File: src/rtl/delay_tap_reader_if.sv
// delay_tap_reader_if: sample stream, delay control and status bundle for delay_tap_reader.
//   master : drives in_valid/in_data/delay_sel/load_delay, observes outputs
//   slave  : the delay_tap_reader itself
//   in_valid   - accept in_data on this edge
//   in_data    - sample to write
//   delay_sel  - requested delay in samples (0 is treated as 1)
//   load_delay - latch delay_sel on this edge
//   out_valid  - one-cycle strobe, out_data is a valid delayed sample
//   out_data   - delayed sample, registered
//   primed     - buffer holds at least D samples since last reset/delay load
//   cur_delay  - active delay D
interface delay_tap_reader_if #(
    parameter int unsigned WIDTH = 8,
    parameter int unsigned AW    = 5
);
    logic             in_valid;
    logic [WIDTH-1:0] in_data;
    logic [AW-1:0]    delay_sel;
    logic             load_delay;
    logic             out_valid;
    logic [WIDTH-1:0] out_data;
    logic             primed;
    logic [AW-1:0]    cur_delay;

    modport master (
        output in_valid, in_data, delay_sel, load_delay,
        input  out_valid, out_data, primed, cur_delay
    );

    modport slave (
        input  in_valid, in_data, delay_sel, load_delay,
        output out_valid, out_data, primed, cur_delay
    );
endinterface

File: src/rtl/delay_tap_reader.sv
// delay_tap_reader: programmable-delay read side of the sample delay path.
// Accepted samples go into a circular buffer; on each accept the sample
// accepted D samples earlier is read out. out_valid strobes only once the
// buffer holds at least D samples since the last reset or delay load.
//   clock - rising-edge clock
//   reset - asynchronous, active-high; clears all state except buffer RAM
//   bus   - delay_tap_reader_if slave modport (stream, delay control, status)
module delay_tap_reader #(
    parameter int unsigned WIDTH       = 8,
    parameter int unsigned DEPTH       = 32,
    parameter int unsigned AW          = 5,
    parameter int unsigned RESET_DELAY = 30
) (
    input  logic                 clock,
    input  logic                 reset,
    delay_tap_reader_if.slave    bus
);

    localparam logic [AW-1:0] FILL_MAX  = AW'(DEPTH - 1);
    localparam logic [AW-1:0] DELAY_RST = AW'(RESET_DELAY);

    logic [WIDTH-1:0] mem [DEPTH];
    logic [AW-1:0]    wp;
    logic [AW-1:0]    fill;
    logic [AW-1:0]    delay_q;
    logic [AW-1:0]    rd_addr;
    logic [AW-1:0]    delay_new;
    logic [WIDTH-1:0] out_data_q;
    logic             out_valid_q;

    // Tap address; never equals wp because delay_q is at least 1.
    assign rd_addr   = wp - delay_q;

    // A requested delay of zero is clamped to one.
    assign delay_new = (bus.delay_sel == '0) ? AW'(1) : bus.delay_sel;

    // Buffer RAM, not reset. The tap read below samples pre-write contents.
    always_ff @(posedge clock) begin
        if (bus.in_valid) begin
            mem[wp] <= bus.in_data;
        end
    end

    // Pointer, fill level, active delay and registered outputs.
    always_ff @(posedge clock or posedge reset) begin
        if (reset) begin
            wp          <= '0;
            fill        <= '0;
            delay_q     <= DELAY_RST;
            out_data_q  <= '0;
            out_valid_q <= 1'b0;
        end else begin
            out_valid_q <= 1'b0;
            if (bus.in_valid) begin
                wp         <= wp + AW'(1);
                out_data_q <= mem[rd_addr];
            end
            if (bus.load_delay) begin
                // Re-priming: the sample accepted on this edge counts as the first.
                delay_q <= delay_new;
                fill    <= bus.in_valid ? AW'(1) : '0;
            end else if (bus.in_valid) begin
                out_valid_q <= (fill >= delay_q);
                if (fill != FILL_MAX) begin
                    fill <= fill + AW'(1);
                end
            end
        end
    end

    assign bus.out_valid = out_valid_q;
    assign bus.out_data  = out_data_q;
    assign bus.cur_delay = delay_q;
    assign bus.primed    = (fill >= delay_q);

endmodule

File: src/flat_wrapper.sv
// flat-port wrapper written by rule: the top's interface ports become plain ports
module delay_tap_reader_flat 
#(
    parameter int unsigned WIDTH       = 8,
    parameter int unsigned DEPTH       = 32,
    parameter int unsigned AW          = 5,
    parameter int unsigned RESET_DELAY = 30
)
  (clock, reset, bus_in_valid, bus_in_data, bus_delay_sel, bus_load_delay, bus_out_valid, bus_out_data, bus_primed, bus_cur_delay);
  delay_tap_reader_if #(.WIDTH(WIDTH), .AW(AW)) bus_i ();
  input  logic clock;
  input  logic reset;
  input wire logic [$bits(bus_i.in_valid)-1:0] bus_in_valid;
  input wire logic [$bits(bus_i.in_data)-1:0] bus_in_data;
  input wire logic [$bits(bus_i.delay_sel)-1:0] bus_delay_sel;
  input wire logic [$bits(bus_i.load_delay)-1:0] bus_load_delay;
  output wire logic [$bits(bus_i.out_valid)-1:0] bus_out_valid;
  output wire logic [$bits(bus_i.out_data)-1:0] bus_out_data;
  output wire logic [$bits(bus_i.primed)-1:0] bus_primed;
  output wire logic [$bits(bus_i.cur_delay)-1:0] bus_cur_delay;
  assign bus_i.in_valid = bus_in_valid;
  assign bus_i.in_data = bus_in_data;
  assign bus_i.delay_sel = bus_delay_sel;
  assign bus_i.load_delay = bus_load_delay;
  assign bus_out_valid = bus_i.out_valid;
  assign bus_out_data = bus_i.out_data;
  assign bus_primed = bus_i.primed;
  assign bus_cur_delay = bus_i.cur_delay;
  delay_tap_reader #(.WIDTH(WIDTH), .DEPTH(DEPTH), .AW(AW), .RESET_DELAY(RESET_DELAY)) u_core (.clock(clock), .reset(reset), .bus(bus_i));
endmodule
File: config.mk
export PLATFORM = sky130hd
export DESIGN_NAME = delay_tap_reader_flat
export DESIGN_NICKNAME = d
export VERILOG_FILES = /design/src/rtl/delay_tap_reader_if.sv /design/src/rtl/delay_tap_reader.sv /design/src/flat_wrapper.sv
export SDC_FILE = /design/constraint.sdc
export NUM_CORES = 1
export LEC_CHECK = 0
export ABC_CLOCK_PERIOD_IN_PS = 2870
export BUFFER_PORTS_ARGS = -buffer_cell sky130_fd_sc_hd__buf_2
export CAP_MARGIN = 20
export CORE_MARGIN = 8
export CORE_UTILIZATION = 53
export CTS_CLUSTER_DIAMETER = 50
export DETAILED_ROUTE_END_ITERATION = 8
export HOLD_SLACK_MARGIN = 0.05
export PLACE_DENSITY_LB_ADDON = 0.12
export SYNTH_ARGS = -nofsm -noshare
export SYNTH_HDL_FRONTEND = slang
export SYNTH_SLANG_ARGS = --single-unit
export TNS_END_PERCENT = 100
File: constraint.sdc
create_clock -name clock -period 2.87 [get_ports clock]
set_input_delay 0.4305 -clock clock [delete_from_list [all_inputs] [get_ports clock]]
set_output_delay 0.4305 -clock clock [all_outputs]
set_load 0.05 [all_outputs]
# Word-level counts from Yosys, hierarchy flattened
# Memory sizes are Yosys's and may differ from the RTL's. A register that Yosys moved wholly into a read port is not among the register bits.
# Index checks and enable logic that the tools add are counted.
[totals]
wordCells = 23
in_bits = 17
mem_count = 1
ff_bits = 16
output_inout_bits = 15
ramBits = 256
[mem_list]
columns = ["memory", "depth", "width", "read_ports", "rd_clocked_by_memory_dff", "wr", "line_no", "rtl"]
rows = [
  ["u_core.mem", 32, 8, 1, 1, 1, "delay_tap_reader.sv:22", "logic [WIDTH-1:0] mem [DEPTH];"],
]
[op_classes]
n_reduce_logical = 4
n_lt_le_gt_ge = 1
n_eq_ne = 1
mux = 9
add_sub_neg = 3
[ops]
columns = ["operator", "count"]
rows = [
  ["5-bit 2-to-1 mux", 4],
  ["5-bit by 1-bit adder with 5-bit output (second input constant)", 2],
  ["5-bit >= comparator", 1],
  ["5-bit logical NOT", 1],
  ["1-bit 2-to-1 mux", 5],
  ["5-bit inequality test (second input constant)", 1],
  ["5-bit subtractor", 1],
  ["2-bit nonzero test", 2],
  ["2-bit AND reduction", 1],
]

# Longest topological paths before layout
[depth]
ltp_word = 4
ltp_mapped = 11
mapped_depth_nobuf = 9

# Worst setup path after synthesis
# OpenSTA, ideal clock, no wires.
[synth_path]
path_kind = "reg2reg"
start = "register u_core.delay_q[0] (netlist: u_core.bus.cur_delay[0])"
end = "register u_core.out_data_q[7] (netlist: u_core.bus.out_data[7]), read port of u_core.mem"
stages_incl_launch_ff = 9
path_buffers = 1
slack_ns = -0.229
t_arrival_ns = 2.975
synth_period_minus_slack_ns = 3.099
t_required_ns = 2.746
setup_ns = 0.124
path_cell_list = "dfrtp_1 ha_1 fa_1 xnor2_2 buf_2 mux4_2 o21ai_0 o22ai_1 a211o_1"
[synth_between]
elab_chain_len = 1
[synth_rtl]
columns = ["item", "line_no", "rtl"]
rows = [
  ["start, declared", "delay_tap_reader.sv:25", "logic [AW-1:0] delay_q;"],
  ["start signal, assigned", "delay_tap_reader.sv:60", "delay_q <= delay_new;"],
  ["5-bit subtractor", "delay_tap_reader.sv:32", "assign rd_addr = wp - delay_q;"],
  ["end, declared", "delay_tap_reader.sv:28", "logic [WIDTH-1:0] out_data_q;"],
]
# No other way between the ends.
# A chain may end at the register's enable or synchronous reset.

# Worst setup path in the final report
[layout_path]
start = "register u_core.delay_q[0] (netlist: u_core.bus.cur_delay[0])"
end = "register u_core.out_data_q[5] (netlist: u_core.bus.out_data[5]), read port of u_core.mem"
# Same word-level chain as after synthesis.

==> metrics <==
status=completed; share of cells above drive strength 1=23.8%; Pre-antenna DRT Iters=5; Hold WC Path Type=input port to flop; # rows=53; RePlAce Congestion=0.816; worst-skew pair later-pin latency=0.55 ns; WP data required=3.29 ns; Initial Util=53.5%; Post-Syn Instances=697; Leak=4.76 nW; # IOs=32; Clk pwr share=25.9%; min cycle time layout=2.79 ns; Rel. slew slack=44.7%; CTS sink cnt=280; Reg power frac=31.3%; Die Y=161 um; Post-Syn Area=11200 um2; Worst Max-Slew Pin Slew=0.827 ns; number of global-route vias before repair=6342; largest cells by area after synthesis=edfxtp_1 69%, mux4_2 6.4%, dfrtp_1 4.5%, nand2_1 3.7%, mux2i_1 2.6%; leading area contributor after synthesis=edfxtp_1; Area Growth Syn to Fin=19.1%; Yosys top cell area share=68.8%; Worst Hold Launch=bus_delay_sel[3]; critical setup path kind=flop to flop; die area=26000 um2; P_int=10.3 mW; Fmax achieved=358 MHz; global route overflow=0; largest net degree at the start of global routing=33; PortBufs=31; H-tree levels=1; endpoints failing setup=0; first-pass GRT wire length=37600 um; antenna-violating nets left=0; synthesized net count=730; R2R Path Start=u_core.bus.cur_delay[0]$_DFFE_PP0P_; sw frac=34.9%; RSZ-0062 raised after global routing=true; Die X-Extent=161 um; hpwl dp=15900 um; pwr dens=1180 nW/um2; fillers=1487; CTS tree=done; diode count=0; final non-filler cell total=1086; initial antenna violation count=0; clk buf depth=3; max-cap violation count=0; Crit Path Max Fanout=12; Gate power share=42.7%; CTS buffer count=31; sequential area share after synthesis=74.2%; DR DRC count=0; Max Slew Vio Count=0; crit path from=u_core.bus.cur_delay[0]$_DFFE_PP0P_; NumNets Final=821; Critical Path AT=3.22 ns; Ys Warns=0; Avg Vias per Cell=5.78; WL per Instance=22.9 um; Cell variety after synth=38; fin util=63.8%; peak supply drop=0.577 mV; Final Hold Viols=0; final setup skew=0.0165 ns; startpoint types=flop; Worst-path clk slew=0.06 ns; global-route usage over all layers=19.0%; DRT Wirelength=24900 um; period utilization=97.3%; #FFs+latches synth=280; 1st-iter DRT viols=486; Syn Area/Cell=16.0 um2; Core Area=20900 um2; crit end category=flop; Inst Count DP=1025; CTS Root Cell=clkbuf_16; Sw Pwr=5.51 mW; via count=6282
cell usage in the layout (no fill, tap or decap), types with 7 or more instances in the layout:
master and count:
a211o_1 8, a32oi_1 16, buf_12 9, buf_2 30, buf_4 47, clkbuf_16 31
clkinv_2 7, dfrtp_1 19, edfxtp_1 256, ha_1 13, inv_1 9, mux2i_1 27
mux4_2 32, nand2_1 111, nand3_1 33, nand4_1 9, nor2_1 45, o21ai_0 14
o21ai_1 9, o22ai_1 14
power groups by stage:
| stage | Combinational [mW] | Clock [mW] | Sequential (mW) |
|---|---|---|---|
| finish | 6.74 | 4.09 | 4.94 |
| global route | 7.23 | 4.29 | 4.97 |
| CTS | 6.59 | 4.14 | 4.94 |
| detailed placement | 6.44 | 0 | 5.03 |
| global placement | 6.37 | 0 | 5.01 |
| floorplan | 4.00 | 0 | 5.18 |
what timing repair did:
action | 4_1_cts | 5_1_grt
hold buffers | 0 | 1
gates resized for setup | 4 | 13
hold endpoints to repair | 0 | 6
buffers inserted | 3 | 0
setup endpoints to repair | 9 | 7
pin swaps | 0 | 1
flip-flops by register name, indices dropped and copies added, names as in the netlist:
register,count
u_core.mem,256
u_core.bus.out_data,8
u_core.bus.cur_delay,5
u_core.fill,5
u_core.wp,5
u_core.bus.out_valid,1
worst max-delay path, stage by stage, from the launching register on:
cell	delay [ns]
dfrtp_2	0.41
ha_1	0.23
fa_2	0.40
xnor2_4	0.17
buf_12	0.17
buf_12	0.16
mux4_2	0.52
o21ai_2	0.18
o22ai_2	0.13
a211o_1	0.28
metal layers:
layer | wire length [um] | track usage (%) | vias to the layer above
met4 | 629 | 6.06 | 0
met2 | 11600 | 29.6 | 215
met5 | 0 | 0 | -
li1 | - | - | 2864
met3 | 1470 | 2.70 | 44
met1 | 11200 | 27.3 | 3159
cells in the mapped netlist:
master     instances
edfxtp_1         256
nand2_1          111
nor2_1            45
nand3_1           34
mux4_2            32
mux2i_1           29
clkbuf_1          26
dfrtp_1           20
a32oi_1           16
o22ai_1           16
ha_1              15
o21ai_0           15
o21ai_1           10
inv_1              9
nand4_1            9
a211o_1            8
buf_2              6
xor2_1             6
a21o_1             4
dfstp_2            4
xnor2_1            4
a21oi_1            3
nand2b_1           3
nand3b_1           2
a22oi_1            1
and2_1             1
and3_1             1
buf_1              1
clkinv_1           1
fa_1               1
nor2b_1            1
nor3b_1            1
nor4_1             1
o2bb2ai_1          1
or2_2              1
or3_1              1
or3b_2             1
xnor2_2            1
kinds of logic after synthesis:
group | Yosys count | share of synthesized area, %
compound gates | 74 | 4.44
xor+xnor | 11 | 0.929
fa+ha+maj | 16 | 1.86
buf+inv | 43 | 1.51
flops | 280 | 74.2
mux | 61 | 9.04
simple gates | 212 | 8.05
worst paths after layout:
check                                                      endpoint  slack (ns)  cells past startpoint
worst max-delay path             u_core.bus.out_data[5]$_DFFE_PP0P_        0.08                      9
worst min-delay path            u_core.bus.cur_delay[3]$_DFFE_PP1P_        0.13                      3
worst max register to register   u_core.bus.out_data[5]$_DFFE_PP0P_        0.08                      9
worst min register to register   u_core.bus.out_data[4]$_DFFE_PP0P_        0.51                      1
max in group asynchronous       u_core.bus.cur_delay[2]$_DFFE_PP1P_        1.87                      4
min in group asynchronous                u_core.fill[2]$_DFFE_PP0P_        0.46                      3
layout make-up:
cell class,instances,area (um2),share of cell area (%)
clock inverters,23,290,2.18
repair buffers,91,754,5.66
flip-flops and latches,280,8290,62.3
clock buffers,33,783,5.88
inverters,10,37.5,0.282
multi-input cells,374,2820,21.1
well taps,275,344,2.58
metrics by stage:
stage                     cell area (um2)  total power [mW]  TNS (ns)  setup slack (ns)  hold slack (ns)
after CTS                           13200              15.7         0            0.0202            0.110
after floorplan                     11200              9.18         0            0.0183            0.442
after detailed placement            12100              11.5    -0.309           -0.0894            0.487
final                               13300              15.8         0            0.0783            0.129
after global placement              12100              11.4   -0.0554           -0.0554            0.483
after global routing                13300              16.5   -0.0596           -0.0431            0.131
(Power assumes the default switching activity.)
